**src/rtl/chi_link_tx.sv**
```systemverilog
// CHI link-layer transmitter: NUM_CH credit-managed TX channels behind one shared link-activation FSM.
// Optional credit-stall performance counters are built when CHI_LINK_TX_PERF_EN is defined.
module chi_link_tx #(
    parameter int NUM_CH  = 4,
    parameter int FLIT_W  = 128,
    parameter int MAX_CRD = 15,
    localparam int CW     = $clog2(MAX_CRD + 1)
) (
    input  logic                     clk,
    input  logic                     resetn,
    input  logic                     link_en,
    input  logic [NUM_CH-1:0]        in_valid,
    output logic [NUM_CH-1:0]        in_ready,
    input  logic [NUM_CH*FLIT_W-1:0] in_flit,
    output logic [NUM_CH-1:0]        flitpend,
    output logic [NUM_CH-1:0]        flitv,
    output logic [NUM_CH*FLIT_W-1:0] flit,
    input  logic [NUM_CH-1:0]        lcrdv,
    output logic                     txlinkactivereq,
    input  logic                     txlinkactiveack,
    output logic [1:0]               link_state,
    output logic [NUM_CH*CW-1:0]     credit_cnt,
    output logic [NUM_CH-1:0]        crd_err,
    output logic [NUM_CH*32-1:0]     perf_stall_cnt
);

    typedef enum logic [1:0] {
        ST_STOP   = 2'd0,
        ST_ACT    = 2'd1,
        ST_RUN    = 2'd2,
        ST_DEACT  = 2'd3
    } state_t;

    state_t                state_q, state_d;
    logic                  req_q, req_d;
    logic                  pend_q, pend_d;
    logic [NUM_CH-1:0]     flitv_q, flitv_d;
    logic [NUM_CH-1:0]     err_q, err_d;
    logic [FLIT_W-1:0]     flit_q   [NUM_CH];
    logic [FLIT_W-1:0]     flit_d   [NUM_CH];
    logic [CW-1:0]         credit_q [NUM_CH];
    logic [CW-1:0]         credit_d [NUM_CH];
    logic [NUM_CH-1:0]     in_ready_s;
    logic [NUM_CH-1:0]     send_s;
    logic [NUM_CH-1:0]     ret_s;
    logic [NUM_CH-1:0]     inc_s;

    // Link-activation next state; link_en is only sampled in the stable states.
    always_comb begin
        state_d = state_q;
        case (state_q)
            ST_STOP:  if (link_en)          state_d = ST_ACT;   else state_d = ST_STOP;
            ST_ACT:   if (txlinkactiveack)  state_d = ST_RUN;   else state_d = ST_ACT;
            ST_RUN:   if (!link_en)         state_d = ST_DEACT; else state_d = ST_RUN;
            ST_DEACT: if (!txlinkactiveack) state_d = ST_STOP;  else state_d = ST_DEACT;
            default:                        state_d = ST_STOP;
        endcase
        req_d  = (state_d == ST_ACT) || (state_d == ST_RUN);
        pend_d = (state_d != ST_STOP);
    end

    // Per-channel send decision, credit accounting and flit capture.
    always_comb begin
        for (int c = 0; c < NUM_CH; c++) begin
            in_ready_s[c] = (state_q == ST_RUN) && (credit_q[c] != '0);
            ret_s[c]      = (state_q == ST_DEACT) && (credit_q[c] != '0);
            send_s[c]     = (in_valid[c] && in_ready_s[c]) || ret_s[c];
            inc_s[c]      = lcrdv[c] && (state_q != ST_STOP);
            credit_d[c]   = credit_q[c];
            err_d[c]      = err_q[c];
            flit_d[c]     = flit_q[c];
            flitv_d[c]    = send_s[c];

            if (lcrdv[c] && (state_q == ST_STOP)) begin
                err_d[c] = 1'b1;
            end else if (inc_s[c] && !send_s[c]) begin
                // Receiver over-granted: hold at the ceiling and flag it.
                if (credit_q[c] == CW'(MAX_CRD)) begin
                    err_d[c] = 1'b1;
                end else begin
                    credit_d[c] = credit_q[c] + CW'(1);
                end
            end else if (send_s[c] && !inc_s[c]) begin
                credit_d[c] = credit_q[c] - CW'(1);
            end else begin
                credit_d[c] = credit_q[c];
            end

            if (ret_s[c]) begin
                flit_d[c] = {FLIT_W{1'b0}};
            end else if (send_s[c]) begin
                flit_d[c] = in_flit[c*FLIT_W +: FLIT_W];
            end else begin
                flit_d[c] = flit_q[c];
            end
        end
    end

    // State, link control and per-channel registers.
    always_ff @(posedge clk or negedge resetn) begin
        if (!resetn) begin
            state_q <= ST_STOP;
            req_q   <= 1'b0;
            pend_q  <= 1'b0;
            flitv_q <= '0;
            err_q   <= '0;
            for (int c = 0; c < NUM_CH; c++) begin
                flit_q[c]   <= {FLIT_W{1'b0}};
                credit_q[c] <= {CW{1'b0}};
            end
        end else begin
            state_q <= state_d;
            req_q   <= req_d;
            pend_q  <= pend_d;
            flitv_q <= flitv_d;
            err_q   <= err_d;
            for (int c = 0; c < NUM_CH; c++) begin
                flit_q[c]   <= flit_d[c];
                credit_q[c] <= credit_d[c];
            end
        end
    end

    assign in_ready        = in_ready_s;
    assign flitv           = flitv_q;
    assign flitpend        = {NUM_CH{pend_q}};
    assign txlinkactivereq = req_q;
    assign link_state      = state_q;
    assign crd_err         = err_q;

    for (genvar g = 0; g < NUM_CH; g++) begin : g_out
        assign flit[g*FLIT_W +: FLIT_W] = flit_q[g];
        assign credit_cnt[g*CW +: CW]   = credit_q[g];
    end

`ifdef CHI_LINK_TX_PERF_EN
    logic [31:0] perf_q [NUM_CH];
    logic [31:0] perf_d [NUM_CH];

    // Count RUN cycles where a channel has a flit but no credit, saturating.
    always_comb begin
        for (int c = 0; c < NUM_CH; c++) begin
            if ((state_q == ST_RUN) && in_valid[c] && (credit_q[c] == '0)
                && (perf_q[c] != 32'hFFFF_FFFF)) begin
                perf_d[c] = perf_q[c] + 32'd1;
            end else begin
                perf_d[c] = perf_q[c];
            end
        end
    end

    // Stall counter registers.
    always_ff @(posedge clk or negedge resetn) begin
        if (!resetn) begin
            for (int c = 0; c < NUM_CH; c++) perf_q[c] <= 32'd0;
        end else begin
            for (int c = 0; c < NUM_CH; c++) perf_q[c] <= perf_d[c];
        end
    end

    for (genvar g = 0; g < NUM_CH; g++) begin : g_perf
        assign perf_stall_cnt[g*32 +: 32] = perf_q[g];
    end
`else
    assign perf_stall_cnt = {(NUM_CH*32){1'b0}};
`endif

endmodule

```
**config.mk**
```make
export PLATFORM = sky130hd
export DESIGN_NAME = chi_link_tx
export DESIGN_NICKNAME = d
export VERILOG_FILES = /design/src/rtl/chi_link_tx.sv
export SDC_FILE = /design/constraint.sdc
export NUM_CORES = 1
export LEC_CHECK = 0
export ABC_AREA = 1
export CAP_MARGIN = 20
export CORE_AREA = 4 4 465 467
export DETAILED_ROUTE_END_ITERATION = 8
export DIE_AREA = 0 0 469 471
export PLACE_DENSITY = 0.3
export RECOVER_POWER = 50
export SLEW_MARGIN = 20
export SYNTH_ARGS = -nofsm -noshare
export SYNTH_HDL_FRONTEND = slang
export SYNTH_SLANG_ARGS = --single-unit
```
**constraint.sdc**
```tcl
create_clock -name clk -period 2.67 [get_ports clk]
set_input_delay 0.6675 -clock clk [delete_from_list [all_inputs] [get_ports clk]]
set_output_delay 0.6675 -clock clk [all_outputs]
set_load 0.05 [all_outputs]
```
# == Word-level counts from Yosys, hierarchy flattened ==
# Index checks and enable logic that the tools add are counted.
# word_totals
regBits,540
output_inout_bits,675
# op_classes
n_mux,37
bitwise,4
eq_ne,13
n_addsub,8
reduce_logical,72
# op_table
operator,count
2-to-1 mux 128 bit,8
2-to-1 mux 4 bit,12
nonzero test 2 bit,18
logical AND 1 bit,28
"adder 4 x 1 -> 4 bit, second input constant",4
"== test 4 bit, second input constant",4
nonzero test 4 bit,4
"subtractor 4 x 1 -> 4 bit, second input constant",4
2-to-1 mux 1 bit,14
AND reduction 3 bit,4
logical NOT 1 bit,8
"!= test 2 bit, second input constant",4
case mux 2 bit (4 select lines),1
AND reduction 2 bit,4
"== test 2 bit, second input constant",3
logical OR 1 bit,5
"== test 2 x 1 -> 1 bit, second input constant",2
2-to-1 mux 2 bit,2
inverter 1 bit,4
logical NOT 2 bit,1

# == Longest topological paths before layout ==
# Gate-level depths: netlist (run 1).
# logic_depth
depth_word,8
depth_mapped,16
mapped_depth_nobuf,15

# == Worst setup path before layout (run 1) ==
# OpenSTA, ideal clock, no wires.
# synth_path
path_kind,register -> register
start,"register credit_q, in the netlist credit_cnt[15]"
end,"register credit_q, in the netlist credit_cnt[15]"
setup_ns,0.118
arrival_ns,2.407
path_stages_with_launch,17
slack_ns,0.145
required_ns,2.552
synth_period_minus_slack_ns,2.525
cell_sequence,dfrtp_1 nor2_2 nand3_1 nand3_1 nand2_1 inv_2 clkbuf_1 ha_1 inv_1 ha_1 nand2_1 inv_1 nand3_1 nand2_1 nand2_1 nand3_1 nand2_1
# synth_via
elab_chain_len,8
elab_cells_between_ends,17
classes_between,2 x add/sub; 2 x eq/ne; 3 x mux; 10 x reduce/logical
# synth_lines
element,line,source
start: declaration,41,logic [CW-1:0] credit_q [NUM_CH];
start signal: indexed assignment,109,credit_q[c] <= {CW{1'b0}};
start signal: indexed assignment,119,credit_q[c] <= credit_d[c];
nonzero test 4 bit *,"65, 66",
logical AND 1 bit,65,in_ready_s[c] = (state_q == ST_RUN) && (credit_q[c] != '0);
logical AND 1 bit,67,send_s[c] = (in_valid[c] && in_ready_s[c]) || ret_s[c];
logical OR 1 bit *,67,
named net flitv_d[3],37,"logic [NUM_CH-1:0] flitv_q, flitv_d;"
logical NOT 1 bit,76,end else if (inc_s[c] && !send_s[c]) begin
logical AND 1 bit,76,
!= test 2 bit (no source line) or nonzero test 2 bit (tied branches),-,
AND reduction 3 bit (no source line),-,
# Mark *: on every way through the listed nets, which the timed path passes. The rest lies on a longest branch. The select of a mux whose other input is x is not followed.
# A chain may end at the register's enable or synchronous reset.

# == Worst setup path after layout (run 1) ==
# layout_path
start,"register flit_q, in the netlist flit[127]"
end,output flit[127]
# layout_rtl
element,line,source
start: declaration,39,logic [FLIT_W-1:0] flit_q [NUM_CH];
start signal: indexed assignment,108,flit_q[c] <= {FLIT_W{1'b0}};
start signal: indexed assignment,118,flit_q[c] <= flit_d[c];
end: declaration,17,"output logic [NUM_CH*FLIT_W-1:0] flit,"
# No word-level cell between the ends.

==> flow_summary_export.csv, run 1 <==
group,metric,value,unit
floorplan,rows,169,
placed_design,pre_cts_ws,-0.0848,ns
setup_path,rrSetupSlack,0.23,ns
sta,setup_tns,0,ns
cts,clock-sinks,540,
sta,fmax,389,MHz
setup_path,reg2reg_from,"credit_cnt[3]",
synth,avgSynthCellArea,8.85,µm²
drt,firstDrtPassIters,5,
outcome,status,"complete, but fails checks",
drt,postRouteAntennaNets,0,
placed_design,portBuffers,1070,
outcome,violations,"capacitance limit, slew limit",
cts,cts_buffers,79,
sta,worstMarginPinSlew,1.87,ns
floorplan,core,212000,µm²
synth,ys_warn_count,0,
sta,min_period_over_period,96.2,%
worst_hold_path,min_from,"in_valid[2]",
layout,fin_util,18.6,%
setup_path,crit_path_top_delay_cell,"clkdlybuf4s50_1",
synth,synth_cell_type_count,21,
layout,nFillCells,23800,
sta,relSlewSlack,-24.4,%
cts,insertion_delay,0.69,ns
worst_hold_path,hold_depth,3,
drt,routed_wl,145000,µm
sta,finalSetupViolCount,0,
cts,cts_max_level,3,
placed_design,dp_cells,6470,
placed_design,gp_congestion,0.792,
sta,finalHoldViolations,0,
placed_design,hpwl,112000,µm
drt,drc,0,
sta,layout_setup_ws,0.100,ns
cts,clk_path_buf_depth,3,
global_routing,grt_max_degree,129,
worst_hold_path,hold_path.class,"input port to register",
setup_path,cp_top_family,"buffers and inverters",
setup_path,arrival,1.90,ns
drt,dr_total_vias,22000,
setup_path,rr_endpoint,"flit[58]",
floorplan,pin_count,1199,
synth,synthCells,2605,
setup_path,path_buf_inv,1,
pwr,irDropWorstVdd,0.835,mV
global_routing,grt_pass1_wl,198000,µm
global_routing,grt_antenna_before_repair,33,
cts,cts_root_buffer,"clkbuf_16",
pwr,power_frac_comb,58.3,%
setup_path,critPathRequiredTime,2.00,ns
setup_path,startpoint_type,"register",
drt,post_drt_wl_per_cell,21.9,µm
synth,syn_area,23000,µm²
global_routing,grt_overflow,0,
pwr,p_per_area,1580,nW/µm²
sta,drv_slew,32,
setup_path,critical-path-max-stage-delay,0.89,ns
drt,drtIter0Drc,988,
setup_path,path_max_fanout,2,
pwr,switching_share,54.4,%
sta,finClkSkew,0.0282,ns
floorplan,die_h,471,µm
setup_path,worst-setup-path-type,"register to primary output",
pwr,leakage,19.6,nW
pwr,p_clk_share,17.8,%
floorplan,fp.dieW,469,µm
layout,area_growth,70.5,%
pwr,power.switching,33.8,mW
worst_hold_path,worst_hold_path.endpoint,"flitv[2]",
cts,cts_tree,"built",
cts,cts.clk_slew.worst_paths,0.05,ns
layout,drive_gt1_share,9.45,%
pwr,pwr-share-seq,24.0,%
floorplan,fp.dieArea,221000,µm²
sta,min_period,2.57,ns
global_routing,grt_use_total,12.6,%
layout,fin_cells,6627,
sta,holdWs,0.368,ns
floorplan,initial_utilization,10.9,%
setup_path,critPathCaptureType,"primary output",
global_routing,first_global_vias,23200,
pwr,power.internal,28.3,mW
setup_path,path_cells,"clkdlybuf4s50_1",
job,max-cap-violations,1,
synth,yosys_register_bits,540,
synth,yosysSeqAreaShare,58.6,%
drt,via_per_inst,3.32,
layout,finish.net_count,4281,
sta,rsz0062_at_grt,"yes",
setup_path,reg2reg_depth,8,
kinds of logic (layout without fill, tap and decap cells):
kind of cell	after synthesis	after routing	synth area share [%]
AO/OA/AOI/OAI	15	15	0.619
XOR/XNOR	8	8	0.304
adder cells (fa/ha/maj)	17	17	0.923
other	1	135	0.0163
buffers and inverters	351	1418	9.20
AND/OR/NAND/NOR	1673	1673	30.3
flip-flops	540	540	58.6
power by group through the flow:
stage,combinational (mW),sequential (mW),clock (mW)
3_3_place_gp,38.7,15.1,0
2_1_floorplan,8.38,28.6,0
5_1_grt,38.6,15.5,11.9
3_5_place_dp,38.5,15.1,0
6_report,36.2,14.9,11.1
4_1_cts,37.7,15.0,11.7
per-layer routing:
metal | GRT usage (%) | wire, µm
met1 | 15.5 | 61100
met2 | 20.9 | 67900
met5 | 0 | 245
met3 | 4.81 | 13300
met4 | 2.70 | 2580
Yosys cell counts:
library cell | n | area share, %
ha_1 | 17 | 0.92
xnor2_1 | 3 | 0.11
a31oi_4 | 4 | 0.37
inv_1 | 46 | 0.75
nand3_1 | 540 | 12
buf_6 | 3 | 0.15
nor2_1 | 19 | 0.31
dfrtp_1 | 540 | 59
and2_1 | 4 | 0.11
nand2_1 | 1103 | 18
nor2_2 | 2 | 0.054
inv_2 | 5 | 0.081
buf_2 | 47 | 1.0
nor2_4 | 1 | 0.049
o21bai_1 | 1 | 0.033
or2_2 | 4 | 0.11
buf_4 | 192 | 6.3
clkbuf_1 | 58 | 0.94
o21ai_0 | 10 | 0.22
conb_1 | 1 | 0.016
xor2_1 | 5 | 0.19
state kept, by name (all words and copies together) (netlist names):
register,flops
credit_cnt,16
txlinkactivereq,1
flitv,4
crd_err,4
flit,512
pend_q,1
link_state,2
placed cells by master, fill, tap and decap left out, types with 4 or more instances in the layout:
cell | netlist | layout
nand2_1 | 1103 | 1102
clkdlybuf4s50_1 | 0 | 761
nand3_1 | 540 | 540
dfrtp_1 | 540 | 540
dlygate4sd2_1 | 0 | 214
conb_1 | 1 | 128
buf_4 | 192 | 124
clkbuf_16 | 0 | 82
clkbuf_2 | 0 | 57
clkbuf_1 | 58 | 46
inv_1 | 46 | 44
buf_12 | 0 | 24
nor2_1 | 19 | 18
ha_1 | 17 | 17
clkbuf_8 | 0 | 17
clkinv_2 | 0 | 15
o21ai_0 | 10 | 10
diode_2 | 0 | 7
dlymetal6s2s_1 | 0 | 6
xor2_1 | 5 | 5
bufinv_16 | 0 | 5
buf_6 | 3 | 5
or2_2 | 4 | 4
and2_1 | 4 | 4
a31oi_4 | 4 | 4
worst reg2reg max path, stage by stage, from the launching register on:
cell,delay (ns)
dfrtp_1,0.47
nor2_2,0.20
nand3_1,0.20
nand3_1,0.14
nand2_2,0.13
inv_4,0.10
buf_6,0.67
nand2_1,0.38
nand2_1,0.10
worst max path at each step:
stage / startpoint / end / slack [ns] / depth (start not counted)
after floorplan: credit_cnt[15] / credit_cnt[15] / 0.14 / 16
after global placement: lcrdv[3] / credit_cnt[14] / -0.11 / 12
after detailed placement: lcrdv[3] / credit_cnt[14] / -0.08 / 12
after CTS: link_state[1] / in_ready[0] / -0.06 / 7
after global routing: link_state[1] / in_ready[0] / -0.04 / 7
final: flit[127] / flit[127] / 0.10 / 1
stage by stage:
step                      instance area, µm²  power [mW]
after floorplan                        23500        37.0
after global placement                 37100        53.8
after detailed placement               37100        53.6
after CTS                              39600        64.4
after global routing                   39300        66.0
final                                  39300        62.2
layout make-up:
class / instances / area (µm²) / area share [%]
repair buffers: 1227 / 11500 / 29.2
diodes: 7 / 17.5 / 0.0446
well taps: 2821 / 3530 / 8.98
multi-input cells: 1841 / 7900 / 20.1
clock buffers: 114 / 2340 / 5.96
flip-flops and latches: 540 / 13500 / 34.4
inverters: 51 / 201 / 0.512
clock inverters: 26 / 325 / 0.828
what timing repair did:
action                                 4_1_cts  5_1_grt
setup endpoints to repair                  218       12
hold buffers                                 1        0
resized for setup                          218        8
endpoints found under the hold margin        7        0
gates cloned                                 0        0
buffers inserted                             9        1
pin swaps                                    1        0
(Power assumes the default switching activity.)
==> inputs of run 2 (changes only) <==
- CORE_AREA: 4 4 465 467 -> 2 2 463 465
- DIE_AREA: 0 0 469 471 -> 0 0 465 467
==> flow_summary_export.csv, run 2 (same netlist as run 1, synthesis figures left out) <==
group,metric,value,unit
outcome,status,"finished clean",
global_routing,grt_use_total,12.6,%
worst_hold_path,hold_path.class,"input port to register",
drt,routed_wl,142000,µm
drt,drtIter0Drc,1230,
setup_path,crit_path_top_delay_cell,"dfrtp_2",
floorplan,fp.dieArea,217000,µm²
setup_path,worst-setup-path-type,"register to primary output",
setup_path,critPathCaptureType,"primary output",
pwr,p_per_area,1550,nW/µm²
floorplan,initial_utilization,10.9,%
setup_path,critical-path-max-stage-delay,0.43,ns
layout,fin_util,18.8,%
cts,clock-sinks,540,
global_routing,first_global_vias,22600,
global_routing,grt_pass1_wl,193000,µm
layout,final_common_cell,"nand2_1",
sta,layout_setup_ws,0.0441,ns
sta,worstMarginPinSlew,0.938,ns
floorplan,fp.dieW,465,µm
layout,finish.net_count,4290,
floorplan,pin_count,1199,
setup_path,reg2reg_from,"link_state[0]",
floorplan,rows,169,
global_routing,grt_max_degree,129,
setup_path,startpoint_type,"register",
drt,drc,0,
placed_design,portBuffers,1070,
setup_path,rrSetupSlack,0.37,ns
worst_hold_path,worst_hold_path.endpoint,"flitv[1]",
placed_design,pre_cts_ws,0.132,ns
drt,firstDrtPassIters,5,
global_routing,grt_overflow,0,
worst_hold_path,hold_depth,3,
sta,min_period,2.63,ns
worst_hold_path,min_from,"in_valid[1]",
job,max-cap-violations,0,
layout,seq_area,13500,µm²
cts,cts.clk_slew.worst_paths,0.05,ns
sta,fmax,381,MHz
setup_path,path_max_fanout,4,
drt,dr_total_vias,22000,
floorplan,core,212000,µm²
sta,setup_tns,0,ns
layout,layout_common_cells,"nand2_1, clkdlybuf4s50_1, nand3_1, dfrtp_1, dlygate4sd2_1",
setup_path,critPathRequiredTime,2.00,ns
setup_path,rr_endpoint,"credit_cnt[6]",
sta,min_period_over_period,98.3,%
sta,drv_slew,0,
setup_path,cp_top_family,"buffers and inverters",
layout,nFillCells,23600,
layout,drive_gt1_share,9.29,%
sta,relSlewSlack,37.5,%
cts,cts_max_level,3,
drt,postRouteAntennaNets,0,
pwr,irDropWorstVdd,0.821,mV
layout,largest_register_ffs,512,
setup_path,reg2reg_depth,16,
sta,rsz0062_at_grt,"yes",
cts,insertion_delay,0.70,ns
floorplan,die_h,467,µm
cts,cts_buffers,79,
cts,cts_root_buffer,"clkbuf_16",
drt,via_per_inst,3.32,
drt,post_drt_wl_per_cell,21.3,µm
cts,cts_tree,"built",
pwr,power,61.9,mW
setup_path,critPathMostFrequentCell,"buf_12",
sta,finClkSkew,0.0494,ns
placed_design,hpwl,110000,µm
placed_design,gp_congestion,0.786,
sta,finalHoldViolations,0,
layout,multiInputGateArea,7900,µm²
setup_path,path_cells,"nor2_4 > inv_2 > buf_6 > a31oi_4 > buf_12 > buf_12",
cts,clk_path_buf_depth,3,
layout,area_growth,72.7,%
setup_path,arrival,1.96,ns
pwr,leakage,19.8,nW
global_routing,grt_antenna_before_repair,46,
setup_path,path_buf_inv,4,
sta,finalSetupViolCount,0,
[run 2: cell count changes in the layout (fill, tap and decap cells not counted), sizes merged]
cell / delta
clkdlybuf4s50: +34
clkinv: -1
clkinvlp: -1
bufinv: -1
dlygate4sd2: -10
dlymetal6s2s: +11
inv: +1
clkbuf: -83
diode: +9
buf: +63
[run 2: where the power goes]
part	switching (mW)	internal, mW
clock network	4.43	6.26
logic	26.4	10.0
registers	2.47	12.3
[run 2: tightest hold or removal path: stages]
cell,delay [ns]
buf_4,0.10
nand3_1,0.07
nand2_1,0.13
[run 2: cell type report]
type / instances / share of cell area, %
Inverter: 51 / 0.512
Clock buffer: 120 / 5.68
Multi-Input combinational cell: 1841 / 19.8
Sequential cell: 540 / 33.9
Tap cell: 2821 / 8.87
Timing Repair Buffer: 1236 / 30.3
Antenna cell: 16 / 0.101
Clock inverter: 24 / 0.789
[run 2: per-layer routing]
| metal | track usage, % | vias to the layer above | share of wire, % |
|---|---|---|---|
| met4 | 3.20 | 38 | 2.4 |
| li1 | - | 10400 | - |
| met5 | 0 | - | 0.17 |
| met2 | 19.9 | 892 | 45 |
| met1 | 15.7 | 10600 | 43 |
| met3 | 5.25 | 168 | 9.4 |
[run 2: repair_timing]
action                                 in CTS  in global routing
setup endpoints to repair                 208                 24
resized for setup                         207                 18
pin swaps                                   1                  1
setup buffers                               7                  3
hold buffers                                1                  0
endpoints found under the hold margin       1                  0
[run 2: worst max path at each step]
stage / from / to / slack [ns] / cells past startpoint
floorplan: credit_cnt[15] / credit_cnt[15] / 0.14 / 16
global placement: lcrdv[1] / credit_cnt[6] / 0.14 / 12
detailed placement: lcrdv[1] / credit_cnt[6] / 0.13 / 12
CTS: link_state[1] / in_ready[3] / -0.15 / 7
global route: link_state[1] / in_ready[2] / -0.11 / 7
finish: link_state[0] / in_ready[2] / 0.04 / 6
[run 2: through the flow]
stage               cell area [µm²]  std cells  hold slack [ns]
floorplan                     23500       2732            0.372
global placement              37300       6478            0.453
detailed placement            37300       6478            0.457
CTS                           39700       6630            0.277
global route                  39800       6634            0.314
finish                        39800       6649            0.368
==> inputs of run 3 (changes only) <==
- ABC_CLOCK_PERIOD_IN_PS: unset -> 2670
==> results of run 3 <==
The final DEF is identical to that of run 2; final timing and power are the same.
